$ cat config.mk
export PLATFORM = sky130hd
export DESIGN_NAME = pc_ctrl
export DESIGN_NICKNAME = d
export VERILOG_FILES = /design/src/rtl/pc_pkg.sv /design/src/rtl/pc_ctrl.sv
export SDC_FILE = /design/constraint.sdc
export NUM_CORES = 1
export LEC_CHECK = 0
export ABC_AREA = 1
export CAP_MARGIN = 20
export CORE_MARGIN = 2
export CORE_UTILIZATION = 37
export CTS_CLUSTER_DIAMETER = 150
export DETAILED_ROUTE_END_ITERATION = 8
export PLACE_DENSITY = 0.71
export SYNTH_ARGS = -nofsm -noshare
export SYNTH_HDL_FRONTEND = slang
export SYNTH_SLANG_ARGS = --single-unit
$ cat constraint.sdc
create_clock -name Clk -period 1.6 [get_ports Clk]
set_clock_uncertainty 0.05 [all_clocks]
set_input_delay 0.32 -clock Clk [delete_from_list [all_inputs] [get_ports Clk]]
set_output_delay 0.32 -clock Clk [all_outputs]
set_load 0.03 [all_outputs]
$ cat src/rtl/pc_pkg.sv
// Shared definitions for the program-counter controller: FSM state encoding
// and default parameter values.
package pc_pkg;

  typedef enum logic [1:0] {
    IDLE = 2'd0,
    RUN  = 2'd1,
    DONE = 2'd2
  } pc_state_e;

  localparam int PC_D       = 9;
  localparam int PC_L       = 5;
  localparam int PC_MAX_IDX = 16;
  localparam int PC_END_PC  = 150;

endpackage

$ cat src/rtl/pc_ctrl.sv
// Program-counter controller: IDLE/RUN/DONE sequencer with jump-table branching.
// Optional taken-branch counter Br_cnt is present when PC_CTRL_BRCNT_EN is defined.
module pc_ctrl
  import pc_pkg::*;
#(
  parameter int D       = PC_D,
  parameter int L       = PC_L,
  parameter int MAX_IDX = PC_MAX_IDX,
  parameter int END_PC  = PC_END_PC
) (
  input  logic         Clk,
  input  logic         Reset_n,
  input  logic         Start,
  input  logic         Stall,
  input  logic         Jump,
  input  logic         Taken,
  input  logic [L-1:0] Jump_idx,
  output logic [L-1:0] Lut_addr,
  input  logic [D-1:0] Target,
`ifdef PC_CTRL_BRCNT_EN
  output logic [15:0]  Br_cnt,
`endif
  output logic [D-1:0] PC,
  output logic         Running,
  output logic         Done,
  output logic         Idx_err
);

  // Extra top bit lets an index width that cannot reach MAX_IDX compare cleanly.
  localparam logic [L:0]   MAX_IDX_W = (L+1)'(MAX_IDX);
  localparam logic [D-1:0] END_PC_W  = D'(END_PC);

  pc_state_e      state_r, state_n_s;
  logic [D-1:0]   pc_r, pc_n_s, cand_s;
  logic           err_r, err_n_s;
  logic           take_s;
  logic           start_acc_s;

  // Next-state, next-PC and error-flag decode.
  always_comb begin
    state_n_s   = state_r;
    pc_n_s      = pc_r;
    err_n_s     = err_r;
    take_s      = 1'b0;
    start_acc_s = 1'b0;
    cand_s      = pc_r + D'(1);
    case (state_r)
      IDLE, DONE: begin
        if (Start) begin
          start_acc_s = 1'b1;
          pc_n_s      = '0;
          err_n_s     = 1'b0;
          state_n_s   = RUN;
        end else begin
          pc_n_s = pc_r;
        end
      end
      RUN: begin
        if (Stall) begin
          pc_n_s = pc_r;
        end else if (Jump && Taken && ({1'b0, Jump_idx} > MAX_IDX_W)) begin
          err_n_s   = 1'b1;
          state_n_s = DONE;
        end else begin
          if (Jump && Taken) begin
            cand_s = Target;
            take_s = 1'b1;
          end else begin
            cand_s = pc_r + D'(1);
          end
          pc_n_s = cand_s;
          // Reaching the end address finishes on the same edge it is loaded.
          if (cand_s == END_PC_W) begin
            state_n_s = DONE;
          end else begin
            state_n_s = RUN;
          end
        end
      end
      default: begin
        state_n_s = IDLE;
        pc_n_s    = '0;
        err_n_s   = 1'b0;
      end
    endcase
  end

  // State, PC and sticky error registers.
  always_ff @(posedge Clk or negedge Reset_n) begin
    if (!Reset_n) begin
      state_r <= IDLE;
      pc_r    <= '0;
      err_r   <= 1'b0;
    end else begin
      state_r <= state_n_s;
      pc_r    <= pc_n_s;
      err_r   <= err_n_s;
    end
  end

`ifdef PC_CTRL_BRCNT_EN
  logic [15:0] br_cnt_r;

  // Saturating count of taken legal jumps, cleared by an accepted Start.
  always_ff @(posedge Clk or negedge Reset_n) begin
    if (!Reset_n) begin
      br_cnt_r <= 16'h0000;
    end else if (start_acc_s) begin
      br_cnt_r <= 16'h0000;
    end else if (take_s && (br_cnt_r != 16'hFFFF)) begin
      br_cnt_r <= br_cnt_r + 16'h0001;
    end else begin
      br_cnt_r <= br_cnt_r;
    end
  end

  assign Br_cnt = br_cnt_r;
`endif

  assign Lut_addr = Jump_idx;
  assign PC       = pc_r;
  assign Running  = (state_r == RUN);
  assign Done     = (state_r == DONE);
  assign Idx_err  = err_r;

endmodule

==> summary.md, run 1 <==
| Metric | Value |
|---|---|
| Largest net degree at the start of global routing | 10 |
| PortBufs | 36 |
| Crit path launch | PC[1] |
| Final setup fails | 0 |
| Effective utilization at floorplan | 39.6% |
| First-pass detailed-route iteration total | 4 |
| Achievable Freq | 0.647 GHz |
| Iteration-0 DRC Markers | 17 |
| H-tree depth | 1 |
| WS Path Type | reg -> reg |
| Final Wtd Congestion | 0.931 |
| Leak | 0.753 nW |
| Ys Warns | 0 |
| Fin nets | 212 |
| Worst-Skew Late Latency | 0.27 ns |
| R2R setup slack | 0.06 ns |
| Placed Area | 1350 um^2 |
| Post-Syn Area | 883 um^2 |
| Syn Area/Cell | 6.40 um^2 |
| Worst Hold Class | in -> async |
| Post-DP HPWL | 2150 um |
| Number of synthesized register bits | 12 |
| Slew headroom | 76.7% |
| Vias per cell | 4.84 |
| Startpoint types | register |
| RSZ-0062 raised after global routing | yes |
| Die width | 52.9 um |
| Clock sinks | 12 |
| Placed cell count | 213 |
| Layout area overhead | 64.0% |
| Finished Layout Cells | 218 |
| Post-synth top area share | 34.0% |
| I/O pins | 37 |
| Die area | 2790 um^2 |
| Post-route cell area | 1450 um^2 |
| WL/cell | 12.2 um |
| Cell count after synthesis | 138 |
| Top delay family on crit path | simple AND/OR/NAND/NOR gates |
| CTS tree | yes |
| Leading area contributor after synthesis | dfrtp_1 |
| Tot GR Track Use | 20.8% |
| CP max stage delay | 0.44 ns |
| CP Buf/Inv Count | 0 |
| Hold violation count in the final report | 0 |
| Core Region | 2230 um^2 |
| Die H | 52.9 um |
| Num CTS Buffers | 3 |
| Row count | 17 |
| Crit path time final | 1.54 ns |
| Commonest non-fill, non-tap cell in the layout | nand2_1 |
| Pwr dens | 1180 nW/um^2 |
| Crit path DAT | 1.65 ns |
| Commonest non-fill, non-tap cells in the layout | 44 x nand2_1, 24 x buf_4, 18 x inv_1 |
| Power Total | 1.71 mW |
| Count of final max-slew check failures | 0 |
| Clk root buf | clkbuf_4 |
| Seq/Total Area, Yosys | 34.0% |
| Element type at the critical path end | register |
| Tcrit/Tclk final | 96.5% |
| Crit-path max FO | 4 |
| Clock-pin slew on the worst setup and hold paths | 0.09 ns |
| Synth unique cells | 19 |
| Synth Net Count | 159 |
| Initial antenna violation count | 0 |
| Cell breakdown of the critical path | ha_4 -> nand3_4 -> o21ai_0 -> a21oi_2 -> nand2_1 -> nor2_1 -> nand2_1 -> nand3_1 -> nand2_1 |
| Setup TNS Final | 0 ns |
| Crit Reg-Reg Startpoint | PC[1] |
| Slowest CP cell | dfrtp_2 |
| Vias in the first global route | 1011 |
| Post-CTS Hold Buffers | 0 |
| Pin slew with the least headroom to its limit | 0.349 ns |
| Antenna cells | 0 |
| MaxCap Viol Count | 0 |
| Synth top area cells | dfrtp_1 34%, nand2_1 20%, inv_1 8.5%, nand3_1 7.4%, nor2_1 5.5% |
| Antenna viol nets, final | 0 |
| Status | finished, final reports clean |
| Post-route DRC | 0 |
| Worst VDD drop | 0.963 mV |
| WL final | 2670 um |
| Grt total ovfl | 0 |
| Fraction of layout cells with a size suffix above 1 | 30.0% |
| Max clock buf depth | 2 |
| Via count | 1055 |
| WP data required | 1.70 ns |
| Global-route wire length before repair | 4330 um |
| Most frequent CP cell | nand2_1 |
-- power breakdown --
part | leakage (nW) | switching, mW | total, mW | internal, mW
sequential | 0.147 | 0.116 | 0.513 | 0.397
combinational | 0.585 | 0.558 | 0.957 | 0.399
clock | 0.0210 | 0.106 | 0.244 | 0.138
-- final timing paths --
path	to	cells after the start
max	state_r[0]	9
min	PC[3]	1
max reg2reg	state_r[0]	9
min reg2reg	state_r[1]	2
max in group asynchronous	state_r[1]	2
min in group Clk	state_r[1]	2
-- synthesized netlist by cell type, drive strengths merged --
library cell / n
o22ai: 5
nand3: 14
nor2: 17
buf: 6
nand4: 1
or2: 4
nand2: 47
a31oi: 1
inv: 20
o21ai: 8
dfrtp: 12
ha: 1
a21oi: 2
-- through the flow --
stage               hold slack, ns  setup WS [ns]  utilization, %
floorplan                  -0.0256         0.0471               -
global placement             0.466         -0.274            60.3
detailed placement           0.472         -0.345            60.3
CTS                          0.235         0.0112            61.8
global route                 0.251        -0.0471            64.9
finish                       0.235         0.0556            64.9
-- cell families (layout without fill, tap and decap cells) --
logic type | after synthesis | count (layout) | synth area share, %
buffers and inverters | 26 | 78 | 13.6
DFF | 12 | 12 | 34.0
and+or+nand+nor | 83 | 83 | 40.7
AOI/OAI and AO/OA | 16 | 16 | 10.3
adders and majority gates | 1 | 1 | 1.42
-- cell type report --
| class | instances | area (um^2) |
|---|---|---|
| Fill cell | 220 | 785 |
| Clock buffer | 4 | 36.3 |
| Timing Repair Buffer | 54 | 467 |
| Multi-Input combinational cell | 100 | 529 |
| Tap cell | 28 | 35.0 |
| Inverter | 20 | 75.1 |
| Sequential cell | 12 | 307 |
-- routing by layer --
| layer | global-route usage (%) | vias up | routed length, um |
|---|---|---|---|
| met3 | 3.39 | 0 | 110 |
| met1 | 25.8 | 495 | 1160 |
| met5 | 0 | - | 0 |
| met4 | 3.42 | 0 | 0 |
| li1 | - | 537 | - |
| met2 | 38.1 | 23 | 1400 |
-- what timing repair did --
item / CTS / global route
resized for setup: 13 / 25
setup endpoints to repair: 18 / 13
pin swaps: 0 / 6
buffers inserted: 0 / 1
-- registers in the layout, summed over array words and instances (netlist names) --
name / flops
PC: 9
state_r: 2
Idx_err: 1
(Power assumes the default switching activity.)
==> inputs of run 2 (changes only) <==
PLACE_DENSITY = 0.74   (was 0.71)
REMOVE_ABC_BUFFERS = 1   (was default)
clock period = 1.3 ns   (was 1.6 ns; I/O delays follow)
==> summary.md, run 2 (synthesized netlist as in run 1, its figures left out) <==
| Metric | Value |
|---|---|
| Placed Area | 1390 um^2 (was 1350 um^2) |
| Slowest CP cell | dfrtp_1 (was dfrtp_2) |
| Initial antenna violation count | 0 (unchanged) |
| Final setup fails | 11 (was 0) |
| Clock sinks | 12 (unchanged) |
| Post-route cell area | 1640 um^2 (was 1450 um^2) |
| Fraction of layout cells with a size suffix above 1 | 42.1% (was 30.0%) |
| Pwr dens | 1470 nW/um^2 (was 1180 nW/um^2) |
| Tot GR Track Use | 23.5% (was 20.8%) |
| WL/cell | 13.4 um (was 12.2 um) |
| Count of final max-slew check failures | 0 (unchanged) |
| Leak | 0.819 nW (was 0.753 nW) |
| Grt met2 use | 41.0% (was 38.1%) |
| Busiest layer in global routing | met2 (unchanged) |
| Crit path time final | 1.56 ns (was 1.54 ns) |
| Die area | 2790 um^2 (unchanged) |
| Routing usage on met1 | 29.1% (was 25.8%) |
| Crit-path max FO | 3 (was 4) |
| RSZ-0062 raised after global routing | yes (unchanged) |
| Clock-pin slew on the worst setup and hold paths | 0.09 ns (about the same) |
| Pin slew with the least headroom to its limit | 0.290 ns (was 0.349 ns) |
| Worst R2R End | PC[7] (was state_r[0]) |
| Element type at the critical path end | register (unchanged) |
| Util after Layout | 73.3% (was 64.9%) |
| Grt total ovfl | 0 (unchanged) |
| Met3 GRT Util | 3.39% (unchanged) |
| Antenna cells | 0 (unchanged) |
| Achievable Freq | 0.642 GHz (was 0.647 GHz) |
| Post-CTS Hold Buffers | 0 (unchanged) |
| I/O pins | 37 (unchanged) |
| Crit Reg-Reg Startpoint | PC[5] (was PC[1]) |
| H-tree depth | 1 (unchanged) |
| Cell breakdown of the critical path | nand2_1 -> nor2_2 -> nand3_2 -> nand3_1 -> nand2_1 -> buf_4 -> buf_4 -> o22ai_1 (was ha_4 -> nand3_4 -> o21ai_0 -> a21oi_2 -> nand2_1 -> nor2_1 -> nand2_1 -> nand3_1 -> nand2_1) |
| Num CTS Buffers | 3 (unchanged) |
| Max reg flops | 9 (unchanged) |
| Commonest non-fill, non-tap cell in the layout | nand2_1 (unchanged) |
| CTS tree | yes (unchanged) |
| Status | finished with violations (was finished, final reports clean) |
| Vias per cell | 4.97 (was 4.84) |
| Tcrit/Tclk final | 120% (was 96.5%) |
| Placed cell count | 223 (was 213) |
| First-pass detailed-route iteration total | 4 (unchanged) |
| Startpoint types | register (unchanged) |
| Worst Hold Class | in -> async (unchanged) |
| WS Path Type | reg -> reg (unchanged) |
| Clk root buf | clkbuf_4 (unchanged) |
| Post-DP HPWL | 2160 um (was 2150 um) |
| Final Wtd Congestion | 0.877 (was 0.931) |
| Die H | 52.9 um (unchanged) |
| Iteration-0 DRC Markers | 30 (was 17) |
| Die width | 52.9 um (unchanged) |
| WL final | 3070 um (was 2670 um) |
| Crit path launch | PC[5] (was PC[1]) |
| Slew headroom | 80.6% (was 76.7%) |
| Hold violation count in the final report | 0 (unchanged) |
| Global-route wire length before repair | 4790 um (was 4330 um) |
| Largest net degree at the start of global routing | 13 (was 10) |
| Reg2Reg Depth | 8 (was 9) |
| Setup ws final | -0.258 ns (was 0.0556 ns) |
| MaxCap Viol Count | 0 (unchanged) |
| Worst VDD drop | 1.15 mV (was 0.963 mV) |
| Via count | 1144 (was 1055) |
| PortBufs | 36 (unchanged) |
| Crit path DAT | 1.70 ns (was 1.65 ns) |
| Layout area overhead | 85.3% (was 64.0%) |
| Vias in the first global route | 1154 (was 1011) |
| Antenna viol nets, final | 0 (unchanged) |
| WP data required | 1.44 ns (was 1.70 ns) |
| Worst-Skew Late Latency | 0.27 ns (about the same) |
| CP max stage delay | 0.41 ns (was 0.44 ns) |
| Post-route DRC | 0 (unchanged) |
| Power Total | 2.41 mW (was 1.71 mW) |
| Fin nets | 225 (was 212) |
| Finished Layout Cells | 230 (was 218) |
| Effective utilization at floorplan | 39.6% (unchanged) |
| Max clock buf depth | 2 (unchanged) |
| R2R setup slack | -0.26 ns (was 0.06 ns) |
| Core Region | 2230 um^2 (unchanged) |
| Commonest non-fill, non-tap cells in the layout | 42 x nand2_1, 32 x buf_4, 17 x inv_1 (was 44 x nand2_1, 24 x buf_4, 18 x inv_1) |
| Row count | 17 (unchanged) |
| Failing checks | negative setup slack |
## run 2: cell types whose count changed in the layout (fill, tap and decap cells not counted), sizes merged
cell	delta
buf	+23
clkdlybuf4s50	-4
clkbuf	-3
dlygate4sd2	-2
dlymetal6s2s	-2
## run 2: metrics by stage
| step | TNS (ns) | hold WS (ns) | setup WS [ns] |
|---|---|---|---|
| after CTS | -0.819 | 0.246 | -0.205 |
| after floorplan | -2.02 | -0.0856 | -0.361 |
| after detailed placement | -6.63 | 0.490 | -0.616 |
| after global placement | -6.44 | 0.477 | -0.601 |
| after global routing | -2.24 | 0.275 | -0.383 |
| final | -1.18 | 0.240 | -0.258 |
## run 2: worst max-delay path by stage
stage	endpoint	slack [ns]	cells past startpoint
global route	state_r[1]	-0.38	12
global placement	PC[0]	-0.60	7
detailed placement	PC[0]	-0.62	7
finish	PC[7]	-0.26	8
CTS	state_r[1]	-0.21	12
floorplan	state_r[0]	-0.36	10
## run 2: cell type report
type,instances,area (um^2)
clock buffer,3,22.5
fill,166,597
multi-input combinational,100,593
sequential,12,303
inverter,20,80.1
tap,28,35.0
timing repair buffer,67,603
## run 2: power by group
part | switching [mW] | leakage, nW | total [mW] | internal (mW)
Clock | 0.131 | 0.0138 | 0.238 | 0.107
Combinational | 0.803 | 0.654 | 1.55 | 0.743
Sequential | 0.141 | 0.151 | 0.623 | 0.481
Total | 1.07 | 0.819 | 2.41 | 1.33
## run 2: what timing repair did
action,CTS,global route
gates resized for setup,37,24
pin swaps,4,9
hold endpoints to repair,0,0
setup endpoints to repair,20,20
buffers inserted,1,4
## run 2: metal layers
metal | wire, um | vias up | part of all wire (%)
li1 | - | 562 | -
met1 | 1310 | 536 | 43
met2 | 1610 | 40 | 52
met3 | 134 | 6 | 4.4
met4 | 25 | 0 | 0.81
met5 | 0 | - | 0
## run 2: worst max-delay path, delay by kind of cell, from the launching register on
kind / cells / cell delay (ns)
compound gates: 1 / 0.13
simple gates: 5 / 0.63
buf+inv: 2 / 0.26
flops: 1 / 0.41
==> inputs of run 3 (changes only) <==
CORE_MARGIN = default   (was 2)
==> summary.md, run 3 (synthesized netlist as in run 1, its figures left out) <==
| Metric | Value |
|---|---|
| Status | finished with violations (unchanged) |
| Failing checks | negative setup slack (unchanged) |
| Cell breakdown of the critical path | ha_4 -> nand3_4 -> nor2_1 -> nor2_1 -> a21oi_2 -> nand2_1 -> nor2_1 -> nand2_1 -> nand3_1 -> nand2_1 (was nand2_1 -> nor2_2 -> nand3_2 -> nand3_1 -> nand2_1 -> buf_4 -> buf_4 -> o22ai_1) |
| Crit path DAT | 1.71 ns (was 1.70 ns) |
| Count of final max-slew check failures | 0 (unchanged) |
| CP Buf/Inv Count | 0 (was 2) |
| Pwr dens | 1530 nW/um^2 (was 1470 nW/um^2) |
| Final setup fails | 17 (was 11) |
| CP max stage delay | 0.44 ns (was 0.41 ns) |
| Startpoint types | register (unchanged) |
| Post-DP HPWL | 2010 um (was 2160 um) |
| Crit-path max FO | 4 (was 3) |
| Top delay family on crit path | simple AND/OR/NAND/NOR gates (unchanged) |
| Commonest non-fill, non-tap cell in the layout | nand2_1 (unchanged) |
| Worst R2R End | state_r[0] (was PC[7]) |
| Core Region | 2230 um^2 (unchanged) |
| Slowest CP cell | dfrtp_1 (unchanged) |
| Element type at the critical path end | register (unchanged) |
| Placed Area | 1360 um^2 (was 1390 um^2) |
| Max clock buf depth | 2 (unchanged) |
| Fraction of layout cells with a size suffix above 1 | 41.3% (was 42.1%) |
| Setup ws final | -0.281 ns (was -0.258 ns) |
| Crit Reg-Reg Startpoint | PC[0] (was PC[5]) |
| Commonest non-fill, non-tap cells in the layout | 41 x nand2_1, 29 x buf_4, 21 x buf_6 (was 42 x nand2_1, 32 x buf_4, 17 x inv_1) |
| Tot GR Track Use | 26.2% (was 23.5%) |
| Initial antenna violation count | 0 (unchanged) |
| Achievable Freq | 0.633 GHz (was 0.642 GHz) |
| Slew headroom | 73.7% (was 80.6%) |
| Via count | 1218 (was 1144) |
| I/O pins | 37 (unchanged) |
| Fillers | 162 (was 166) |
| Row count | 17 (unchanged) |
| Worst VDD drop | 1.50 mV (was 1.15 mV) |
| Iteration-0 DRC Markers | 44 (was 30) |
| Placed cell count | 219 (was 223) |
| Crit path launch | PC[0] (was PC[5]) |
| Fin nets | 229 (was 225) |
| Die H | 50.9 um (was 52.9 um) |
| WL final | 3350 um (was 3070 um) |
| Post-route DRC | 0 (unchanged) |
| PortBufs | 36 (unchanged) |
| Finished Layout Cells | 234 (was 230) |
| Largest net degree at the start of global routing | 13 (unchanged) |
| Worst-Skew Late Latency | 0.28 ns (was 0.27 ns) |
| WP data required | 1.43 ns (was 1.44 ns) |
| Final Wtd Congestion | 0.872 (was 0.877) |
| Hold violation count in the final report | 0 (unchanged) |
| H-tree depth | 1 (unchanged) |
| Pin slew with the least headroom to its limit | 0.394 ns (was 0.290 ns) |
| R2R setup slack | -0.28 ns (was -0.26 ns) |
| Global-route wire length before repair | 5000 um (was 4790 um) |
| Antenna cells | 0 (unchanged) |
| Clock sinks | 12 (unchanged) |
| Crit path depth | 10 (was 8) |
| Vias in the first global route | 1135 (was 1154) |
| Reg2Reg Depth | 10 (was 8) |
| Clk root buf | clkbuf_4 (unchanged) |
| MaxCap Viol Count | 0 (unchanged) |
| Grt total ovfl | 0 (unchanged) |
| Clock-pin slew on the worst setup and hold paths | 0.08 ns (was 0.09 ns) |
| Num CTS Buffers | 3 (unchanged) |
| Max reg flops | 9 (unchanged) |
| Die width | 50.9 um (was 52.9 um) |
| Leak | 0.833 nW (was 0.819 nW) |
| Worst Setup EP | state_r[0] (was PC[7]) |
| Post-route cell area | 1680 um^2 (was 1640 um^2) |
| Crit path time final | 1.58 ns (was 1.56 ns) |
| Die area | 2590 um^2 (was 2790 um^2) |
| Worst Hold Class | in -> async (unchanged) |
| Vias per cell | 5.21 (was 4.97) |
| Post-CTS Hold Buffers | 0 (unchanged) |
| WL/cell | 14.3 um (was 13.4 um) |
| Antenna viol nets, final | 0 (unchanged) |
| Layout area overhead | 89.8% (was 85.3%) |
| RSZ-0062 raised after global routing | yes (unchanged) |
| Effective utilization at floorplan | 39.6% (unchanged) |
| Tcrit/Tclk final | 122% (was 120%) |
| WS Path Type | reg -> reg (unchanged) |
| CTS tree | yes (unchanged) |
| First-pass detailed-route iteration total | 4 (unchanged) |
## run 3: final cells by class
| class | count | area [um^2] | share of cell area (%) |
|---|---|---|---|
| clock buffers | 3 | 22.5 | 1.34 |
| inverters | 20 | 82.6 | 4.93 |
| multi-input cells | 102 | 589 | 35.1 |
| flip-flops and latches | 12 | 303 | 18.1 |
| well taps | 28 | 35.0 | 2.09 |
| repair buffers | 69 | 644 | 38.4 |
## run 3: worst min path at each step
stage / start / endpoint / slack, ns / cells past startpoint
6_report: Reset_n / state_r[0] / 0.23 / 2
5_1_grt: Reset_n / PC[5] / 0.24 / 2
4_1_cts: Reset_n / state_r[0] / 0.23 / 2
3_5_place_dp: Idx_err / Idx_err / 0.48 / 2
3_3_place_gp: Idx_err / Idx_err / 0.47 / 2
2_1_floorplan: Reset_n / Idx_err / -0.09 / 0
## run 3: through the flow
step | hold slack (ns) | util, % | power (mW) | setup slack, ns | TNS, ns
floorplan | -0.0856 | - | 1.19 | -0.361 | -2.02
global placement | 0.472 | 61.1 | 1.80 | -0.592 | -6.41
detailed placement | 0.479 | 61.1 | 1.83 | -0.643 | -7.10
CTS | 0.234 | 70.9 | 2.39 | -0.211 | -0.984
global route | 0.238 | 75.1 | 2.70 | -0.436 | -3.09
finish | 0.227 | 75.1 | 2.57 | -0.281 | -1.84
## run 3: layer usage
layer / GRT usage (%) / up-vias / part of all wire (%) / wire length [um]
li1: - / 575 / - / -
met1: 32.5 / 573 / 42 / 1400
met2: 44.9 / 60 / 49 / 1650
met3: 2.38 / 10 / 6.2 / 206
met4: 13.9 / 0 / 2.6 / 88
met5: 0 / - / 0 / 0
## run 3: power by group
group / internal [mW] / switching (mW)
logic: 0.815 / 0.873
registers: 0.481 / 0.158
clock network: 0.108 / 0.136
## run 3: repair_timing
action / in CTS / in global routing
hold endpoints to repair: 0 / 0
resized for setup: 39 / 20
gates cloned: 1 / 1
pin swaps: 7 / 11
buffers inserted: 8 / 2
endpoints found under the setup margin: 19 / 21
